### config.mk
export PLATFORM = sky130hd
export DESIGN_NAME = load_store_unit
export DESIGN_NICKNAME = d
export VERILOG_FILES = /design/src/rtl/lsu_pkg.sv /design/src/rtl/lsu_lane_align.sv /design/src/rtl/load_store_unit.sv
export SDC_FILE = /design/constraint.sdc
export NUM_CORES = 1
export LEC_CHECK = 0
export ABC_AREA = 1
export BUFFER_PORTS_ARGS = -buffer_cell sky130_fd_sc_hd__clkbuf_2
export CAP_MARGIN = 40
export CORE_UTILIZATION = 45
export CTS_CLUSTER_SIZE = 24
export DETAILED_ROUTE_END_ITERATION = 7
export HOLD_SLACK_MARGIN = 0.12
export PLACE_DENSITY = 0.77
export SLEW_MARGIN = 20
export SYNTH_ARGS = -nofsm -noshare
export SYNTH_HDL_FRONTEND = slang
export SYNTH_SLANG_ARGS = --single-unit
export TNS_END_PERCENT = 1
### constraint.sdc
create_clock -name clk -period 1.5 [get_ports clk]
set_clock_uncertainty 0.05 [all_clocks]
set_input_delay 0.15 -clock clk [delete_from_list [all_inputs] [get_ports clk]]
set_output_delay 0.15 -clock clk [all_outputs]
set_load 0.02 [all_outputs]
### src/rtl/lsu_pkg.sv
// Shared types and constants for the load/store unit.
package lsu_pkg;

  localparam int unsigned LANES = 4;

  typedef enum logic [1:0] {
    BYTE = 2'b00,
    HALF = 2'b01,
    WORD = 2'b10
  } size_t;

  typedef enum logic [2:0] {
    IDLE,
    RD,
    CAP,
    WR,
    RESP
  } state_t;

endpackage

### src/rtl/lsu_lane_align.sv
// Lane alignment: load extract/extend and sub-word store merge on a 32-bit word.
module lsu_lane_align
  import lsu_pkg::*;
(
  input  logic [31:0] rword,
  input  logic [1:0]  offset,
  input  size_t       size,
  input  logic        sext,
  input  logic [31:0] wdata,
  output logic [31:0] load_data,
  output logic [31:0] store_word
);

  logic [7:0]  lane_b;
  logic [15:0] lane_h;

  // Pick the addressed lane and extend it to a full word.
  always_comb begin
    lane_b = rword[{offset, 3'b000} +: 8];
    lane_h = offset[1] ? rword[31:16] : rword[15:0];
    case (size)
      BYTE:    load_data = {{24{sext & lane_b[7]}}, lane_b};
      HALF:    load_data = {{16{sext & lane_h[15]}}, lane_h};
      default: load_data = rword;
    endcase
  end

  // Replace only the addressed lane(s) of the read word with the store data.
  always_comb begin
    store_word = rword;
    case (size)
      BYTE: begin
        for (int unsigned n = 0; n < LANES; n++) begin
          if (offset == 2'(n)) store_word[8*n +: 8] = wdata[7:0];
        end
      end
      HALF: begin
        if (offset[1]) store_word[31:16] = wdata[15:0];
        else           store_word[15:0]  = wdata[15:0];
      end
      default: store_word = wdata;
    endcase
  end

endmodule

### src/rtl/load_store_unit.sv
// Load/store front end: request checking, RAM sequencing and response hold.
module load_store_unit
  import lsu_pkg::*;
#(
  parameter int unsigned data_length = 32,
  parameter int unsigned mem_length  = 32
) (
  input  logic                          clk,
  input  logic                          rst,
  input  logic                          req_valid,
  output logic                          req_ready,
  input  logic                          req_we,
  input  logic [1:0]                    req_size,
  input  logic                          req_signed,
  input  logic [31:0]                   req_addr,
  input  logic [data_length-1:0]        req_wdata,
  output logic                          rsp_valid,
  input  logic                          rsp_ready,
  output logic [data_length-1:0]        rsp_rdata,
  output logic                          rsp_err,
  output logic                          ram_we,
  output logic [$clog2(mem_length)-1:0] ram_address,
  output logic [data_length-1:0]        ram_write_data,
  input  logic [data_length-1:0]        ram_return_data
);

  localparam int unsigned AW         = $clog2(mem_length);
  localparam logic [32:0] BYTE_SPACE = 33'(4 * mem_length);

  state_t                 state_q, state_d;
  logic                   we_q, we_d;
  size_t                  size_q, size_d;
  logic                   sext_q, sext_d;
  logic [1:0]             off_q, off_d;
  logic [AW-1:0]          addr_q, addr_d;
  logic [data_length-1:0] wdata_q, wdata_d;
  logic [data_length-1:0] rdata_q, rdata_d;
  logic                   err_q, err_d;

  logic                   req_err;
  logic [31:0]            load_data;
  logic [31:0]            store_word;

  lsu_lane_align u_align (
    .rword      (ram_return_data),
    .offset     (off_q),
    .size       (size_q),
    .sext       (sext_q),
    .wdata      (wdata_q),
    .load_data  (load_data),
    .store_word (store_word)
  );

  // Reject illegal size, misalignment and out-of-range addresses at acceptance.
  always_comb begin
    req_err = (req_size == 2'b11)
           || (req_size == 2'b01 && req_addr[0])
           || (req_size == 2'b10 && req_addr[1:0] != 2'b00)
           || ({1'b0, req_addr} >= BYTE_SPACE);
  end

  // State and latched request registers.
  always_ff @(posedge clk) begin
    if (rst) begin
      state_q <= IDLE;
      we_q    <= 1'b0;
      size_q  <= BYTE;
      sext_q  <= 1'b0;
      off_q   <= '0;
      addr_q  <= '0;
      wdata_q <= '0;
      rdata_q <= '0;
      err_q   <= 1'b0;
    end else begin
      state_q <= state_d;
      we_q    <= we_d;
      size_q  <= size_d;
      sext_q  <= sext_d;
      off_q   <= off_d;
      addr_q  <= addr_d;
      wdata_q <= wdata_d;
      rdata_q <= rdata_d;
      err_q   <= err_d;
    end
  end

  // Next-state sequencing; CAP either captures the load result or the merged store word.
  always_comb begin
    state_d = state_q;
    we_d    = we_q;
    size_d  = size_q;
    sext_d  = sext_q;
    off_d   = off_q;
    addr_d  = addr_q;
    wdata_d = wdata_q;
    rdata_d = rdata_q;
    err_d   = err_q;
    case (state_q)
      IDLE: begin
        if (req_valid) begin
          we_d    = req_we;
          size_d  = size_t'(req_size);
          sext_d  = req_signed;
          off_d   = req_addr[1:0];
          addr_d  = req_addr[AW+1:2];
          wdata_d = req_wdata;
          rdata_d = '0;
          err_d   = req_err;
          if (req_err)                          state_d = RESP;
          else if (req_we && req_size == 2'b10) state_d = WR;
          else                                  state_d = RD;
        end
      end
      RD:  state_d = CAP;
      CAP: begin
        if (we_q) begin
          wdata_d = store_word;
          state_d = WR;
        end else begin
          rdata_d = load_data;
          state_d = RESP;
        end
      end
      WR:   state_d = RESP;
      RESP: if (rsp_ready) state_d = IDLE;
      default: state_d = IDLE;
    endcase
  end

  assign req_ready      = (state_q == IDLE) && !rst;
  assign rsp_valid      = (state_q == RESP);
  assign rsp_rdata      = rdata_q;
  assign rsp_err        = (state_q == RESP) && err_q;
  assign ram_we         = (state_q == WR);
  assign ram_address    = addr_q;
  assign ram_write_data = wdata_q;

endmodule

==> reports/results.ini, run 1 <==
[routing]
vias = 5955
ant_nets = 0
finalWirelength_mm = 17.0
wl_per_cell_um = 15.3
drt-pass1-iter-count = 6
vias_per_cell = 5.35
dr.first_iter.drc_count = 463
drcViolationCount = 0

[min_path]
hold_end = state_q[0]
hold_class = input pin to flip-flop
hp-start = req_addr[12]
whs_path_depth = 6

[critical_path]
crit_required_ns = 1.30
cp.buffers_inverters = 3
worstSetupPathType = flip-flop to output pin
reg2reg_to = ram_write_data[8]
crit_arrival_ns = 1.35
worstPathCellList = buf_4, inv_1, nor3_2, buf_4
crit_path_top_delay_cell = dfxtp_1
r2r.worst_path.cells = 7
slowest_delay_ns = 0.39
cp-start-kind = flip-flop
reg2reg_from = state_q[2]
cp-end-kind = output pin
critical_path.top_delay_family = flip-flops
cp_max_fo = 3
cp_common_cell = buf_4
r2r_slack_ns = -0.05

[clock_network]
cts_tree = yes
clockRootBuffer = clkbuf_8
clock-sinks = 79
cts_buffer_depth = 2
clk_latency_ns = 0.37
numCtsBuffers = 9
htreeDepth = 3
path_clk_slew_ns = 0.09

[die]
die_h_um = 104
die_x_um = 104
ios = 177
dieArea_sq_um = 10900
num_rows = 36
core_sq_um = 9950
start_util = 0.473

[synth]
synth_cells = 738
seq_area_frac_synth = 0.336
yosys.area.top_type_share = 0.336
synth-main-ff-cell = dfxtp_1
synthArstFlopShare = 0
synth.area.top_cells = dfxtp_1 (34%), nand2_1 (15%), a21oi_1 (9.7%)
synth-seq-cells = 79
synthDistinctLibCells = 31
yosysTopAreaCell = dfxtp_1
synth_edf_count = 0
ys.warnings.count = 0
synth_area_per_cell_sq_um = 6.37
syn-cell-area_sq_um = 4700
synth.net_count = 842

[sta]
timing.hold.ws_ns = 0.129
drv_slew = 0
tightest_slew_ns = 0.352
fin_setup_tns_ns = -0.190
setup_slack_ns = -0.0529
period_minus_slack_ns = 1.55
final_hold_viol_count = 0
fin_crit_sh = 1.04
max_slew_margin = 0.766
fmaxAchievable_mhz = 644
setup_viol = 7
rsz0062_at_grt = yes

[global_route]
globalRouteTotalUtil = 0.306
antenna_found_initial = 0
met3_usage = 0.0602
grt_pass1_wl_mm = 26.7
grt_max_degree = 35
grt_pass1_vias = 5453
use_met2 = 0.502
met1_usage = 0.394
busiest_layer = met2
grt.overflow.total = 0

[power]
p_sw_w = 0.00213
powerDensity_nw_per_um2 = 897
vdd_drop_max_uv = 563
power_w = 0.00607
p_int_w = 0.00393
seqPwrFrac = 0.393
swShare = 0.352
p_clk_frac = 0.303
p_comb_frac = 0.304
power_leakage_nw = 3.28

[finish]
n_antenna_cell = 0
layout-drive-gt1-share = 0.304
layout_common_cells = nand2_1 (190), clkbuf_2 (172), a21oi_1 (86), nor2_1 (83), dfxtp_1 (73)
design_area_sq_um = 6760
nNetsFinal = 1079
syn_to_final_growth_pct = 43.8
layout.cells.most_common = nand2_1

[placed_design]
pre_cts_slack_ns = -0.0325
place.port_buffers = 176
place_area_sq_um = 5930
place_hpwl_mm = 12.1
place_congestion = 0.906

[job]
cap_violations = 0

[outcome]
outcome = finished with violations
violations = negative setup slack

[registers in the layout, indices dropped and copies added (netlist names)]
register and count:
size_q 2, sext_q 1, we_q 1, off_q 2, ram_write_data 32, ram_address 5
err_q 1, rsp_rdata 32, state_q 3
[worst max path at each step]
| stage | start | end | slack, ns | cells past startpoint |
|---|---|---|---|---|
| after floorplan | size_q[1] | ram_write_data[24] | 0.01 | 8 |
| after global placement | off_q[1] | ram_write_data[18] | -0.03 | 7 |
| after detailed placement | off_q[1] | ram_write_data[17] | -0.03 | 8 |
| after CTS | state_q[0] | ram_write_data[9] | -0.03 | 7 |
| after global routing | state_q[2] | ram_write_data[6] | -0.13 | 8 |
| final | state_q[0] | ram_we | -0.05 | 4 |
[logic make-up (layout without fill, tap and decap cells)]
logic type             count (synthesis)  after routing  share of synthesized area
AOI/OAI and AO/OA                    195            195                      0.234
and+or+nand+nor                      355            355                      0.327
DFF                                   79             79                      0.336
buffers and inverters                109            351                      0.103
[cell usage after synthesis (2+ instances only)]
cell,n
nand2_1,191
a21oi_1,91
nor2_1,85
dfxtp_1,79
o21ai_0,63
inv_1,57
nand3_1,48
o211ai_1,26
buf_2,16
clkbuf_1,16
nand2_2,12
a21oi_2,10
inv_2,7
nand2_4,5
buf_1,4
buf_6,4
nor3_1,4
buf_4,2
nand3_4,2
nor2_2,2
nor2_4,2
o21ai_1,2
o21ai_4,2
[through the flow]
stage | instances | util
2_1_floorplan | 738 | -
3_3_place_gp | 1048 | 0.596
3_5_place_dp | 1048 | 0.596
4_1_cts | 1112 | 0.669
5_1_grt | 1113 | 0.679
6_report | 1113 | 0.679
[metal layers]
metal / up-vias / routed length (um) / share of wire
met1: 2700 / 7170 / 0.42
met4: 0 / 483 / 0.028
met3: 42 / 1440 / 0.085
met5: - / 0 / 0
li1: 2888 / - / -
met2: 325 / 7890 / 0.46
[area by class of cell]
type | count | area (sq um)
Fill cell | 891 | 3190
Multi-Input combinational cell | 550 | 2700
Timing Repair Buffer | 269 | 1820
Sequential cell | 79 | 1590
Inverter | 66 | 264
Tap cell | 133 | 166
Clock buffer | 10 | 128
Clock inverter | 6 | 92.6
[tightest hold or removal path: stages]
cell	delay (ns)
clkbuf_2	0.07
nor2_1	0.03
nand2_1	0.04
nor2_1	0.06
nand3_1	0.08
a21oi_1	0.06
[what timing repair did]
action / CTS / global route
hold buffers: 48 / 0
setup buffers: 0 / 1
endpoints found under the hold margin: 46 / 0
pin swaps: 1 / 4
gates resized for setup: 7 / 33
endpoints found under the setup margin: 22 / 68
[power by group through the flow]
stage	Clock (W)	Combinational, W	Sequential, W
after floorplan	0	0.000908	0.00253
after global placement	0	0.00163	0.00242
after detailed placement	0	0.00164	0.00242
after CTS	0.00184	0.00175	0.00237
after global routing	0.00193	0.00200	0.00240
final	0.00184	0.00185	0.00238
(Power assumes the default switching activity.)
==> inputs of run 2 (changes only) <==
- CORE_UTILIZATION: 45 -> 39
- PLACE_DENSITY: 0.77 -> 0.68
==> reports/results.ini, run 2 (synthesis gave the netlist of run 1 again) <==
[critical_path]
r2r.worst_path.cells = 10  ; was 7
cp_max_fo = 8  ; was 3
cp-end-kind = flip-flop  ; was output pin
crit_start = state_q[2]  ; was state_q[0]
r2r_slack_ns = -0.02  ; was -0.05 ns
crit_path_end = rsp_rdata[16]  ; was ram_we
cp-start-kind = flip-flop  ; unchanged
crit_required_ns = 1.68  ; was 1.30 ns
crit_arrival_ns = 1.70  ; was 1.35 ns
worstSetupPathType = flip-flop to flip-flop  ; was flip-flop to output pin
reg2reg_from = state_q[2]  ; unchanged
reg2reg_to = rsp_rdata[16]  ; was ram_write_data[8]

[power]
swShare = 0.332  ; was 0.352
vdd_drop_max_uv = 587  ; was 563 uV
powerDensity_nw_per_um2 = 970  ; was 897 nW/um^2
seqPwrFrac = 0.353  ; was 0.393
p_sw_w = 0.00223  ; was 0.00213 W
p_clk_frac = 0.362  ; was 0.303
p_int_w = 0.00449  ; was 0.00393 W
power_leakage_nw = 3.37  ; was 3.28 nW
p_comb_frac = 0.285  ; was 0.304

[routing]
vias_per_cell = 5.17  ; was 5.35
drt-pass1-iter-count = 8  ; was 6
wl_per_cell_um = 15.3  ; about the same
finalWirelength_mm = 17.3  ; was 17.0 mm
dr.first_iter.drc_count = 535  ; was 463
drcViolationCount = 9  ; was 0
ant_nets = 0  ; unchanged
vias = 5842  ; was 5955

[placed_design]
place_hpwl_mm = 12.5  ; was 12.1 mm
dp.cells = 1064  ; was 1048
place_congestion = 0.942  ; was 0.906
place.port_buffers = 176  ; unchanged

[global_route]
grt_max_degree = 36  ; was 35
grt.overflow.total = 0  ; unchanged
grt_pass1_vias = 5442  ; was 5453
grt_pass1_wl_mm = 27.2  ; was 26.7 mm
globalRouteTotalUtil = 0.275  ; was 0.306
antenna_found_initial = 0  ; unchanged

[sta]
fin_setup_tns_ns = -0.209  ; was -0.190 ns
period_minus_slack_ns = 1.52  ; was 1.55 ns
fin_crit_sh = 1.02  ; was 1.04
drv_slew = 0  ; unchanged
setup_viol = 14  ; was 7
fmaxAchievable_mhz = 656  ; was 644 MHz
rsz0062_at_grt = yes  ; unchanged
tightest_slew_ns = 0.389  ; was 0.352 ns
setup_slack_ns = -0.0239  ; was -0.0529 ns
final_hold_viol_count = 0  ; unchanged
max_slew_margin = 0.740  ; was 0.766

[die]
die_h_um = 112  ; was 104 um
core_sq_um = 11600  ; was 9950 sq um
dieArea_sq_um = 12500  ; was 10900 sq um
ios = 177  ; unchanged
start_util = 0.407  ; was 0.473
die_x_um = 112  ; was 104 um
num_rows = 39  ; was 36

[clock_network]
htreeDepth = 3  ; unchanged
numCtsBuffers = 9  ; unchanged
path_clk_slew_ns = 0.06  ; was 0.09 ns
cts_buffer_depth = 2  ; unchanged
cts_tree = yes  ; unchanged
clock-sinks = 79  ; unchanged
clk_latency_ns = 0.35  ; was 0.37 ns
clockRootBuffer = clkbuf_16  ; was clkbuf_8

[finish]
nNetsFinal = 1086  ; was 1079
layout.cells.non_filler = 1130  ; was 1113
layout.cells.most_common = clkbuf_2  ; was nand2_1
layout_common_cells = clkbuf_2 (174), nand2_1 (173), a21oi_1 (89), nor2_1 (84), dfxtp_1 (73)  ; was nand2_1 (190), clkbuf_2 (172), a21oi_1 (86), nor2_1 (83), dfxtp_1 (73)
syn_to_final_growth_pct = 47.2  ; was 43.8%
n_antenna_cell = 0  ; unchanged
layout-drive-gt1-share = 0.329  ; was 0.304
fin_util = 0.599  ; was 0.679

[outcome]
violations = design-rule violations, negative setup slack  ; was negative setup slack
outcome = finished with violations  ; unchanged

[min_path]
hold_class = input pin to flip-flop  ; unchanged

[job]
cap_violations = 0  ; unchanged

[run 2: cell count changes in the layout (fill, tap and decap cells not counted), moves of 4 or more]
| cell | before | now |
|---|---|---|
| nand2_1 | 190 | 173 |
| nand2_2 | 11 | 29 |
| dlygate4sd3_1 | 48 | 43 |
| buf_4 | 34 | 46 |
| clkbuf_8 | 9 | 0 |
| clkbuf_16 | 0 | 10 |
| buf_12 | 8 | 4 |
[run 2: routing by layer]
| layer | vias to the layer above | global-route usage | routed length, um |
|---|---|---|---|
| met4 | 0 | 0.108 | 506 |
| met1 | 2593 | 0.364 | 7230 |
| met3 | 44 | 0.0528 | 1580 |
| met5 | - | 0 | 0 |
| li1 | 2900 | - | - |
| met2 | 305 | 0.441 | 7960 |
[run 2: power by group through the flow]
stage               combinational (W)  sequential [W]  clock [W]
floorplan                    0.000908         0.00253          0
detailed placement            0.00166         0.00241          0
finish                        0.00191         0.00237    0.00243
CTS                           0.00177         0.00236    0.00244
global placement              0.00165         0.00241          0
global route                  0.00209         0.00239    0.00253
[run 2: area by class of cell]
type                            instances  area [sq um]
Inverter                               66           262
Clock buffer                           10           229
Multi-Input combinational cell        551          2740
Fill cell                            1112          4640
Tap cell                              143           179
Sequential cell                        79          1590
Clock inverter                          6          92.6
Timing Repair Buffer                  275          1830
[run 2: worst min-delay path by stage]
stage | from | to | slack, ns | cells after the start
finish | ram_return_data[4] | ram_write_data[4] | 0.14 | 5
global route | ram_return_data[4] | ram_write_data[4] | 0.18 | 5
CTS | ram_return_data[4] | ram_write_data[4] | 0.13 | 5
detailed placement | req_addr[3] | ram_address[1] | 0.33 | 3
global placement | req_addr[3] | ram_address[1] | 0.33 | 3
floorplan | req_addr[2] | ram_address[0] | 0.23 | 2
[run 2: critical path, cell delays in order, from the launching register on]
cell and delay [ns]:
dfxtp_2 0.33, nor2_4 0.15, nand2_4 0.09, buf_6 0.12, nor2_4 0.09, buf_6 0.11, nor2_4 0.03, buf_12 0.15
clkbuf_16 0.16, nand2_1 0.05, a21oi_1 0.06
[run 2: timing repair]
item,4_1_cts,5_1_grt
endpoints found under the setup margin,22,73
pin swaps,2,7
hold endpoints to repair,44,0
resized for setup,2,54
cloned,0,3
hold buffers,43,0
buffers inserted,1,3
[run 2: through the flow]
stage | power (W) | setup slack, ns | cell area (sq um) | hold WS, ns
floorplan | 0.00344 | 0.0144 | 4700 | 0.235
global placement | 0.00406 | 0.00515 | 5940 | 0.327
detailed placement | 0.00407 | -0.0192 | 5940 | 0.332
CTS | 0.00657 | -0.0287 | 6700 | 0.133
global route | 0.00701 | -0.0929 | 6920 | 0.179
finish | 0.00672 | -0.0239 | 6920 | 0.137
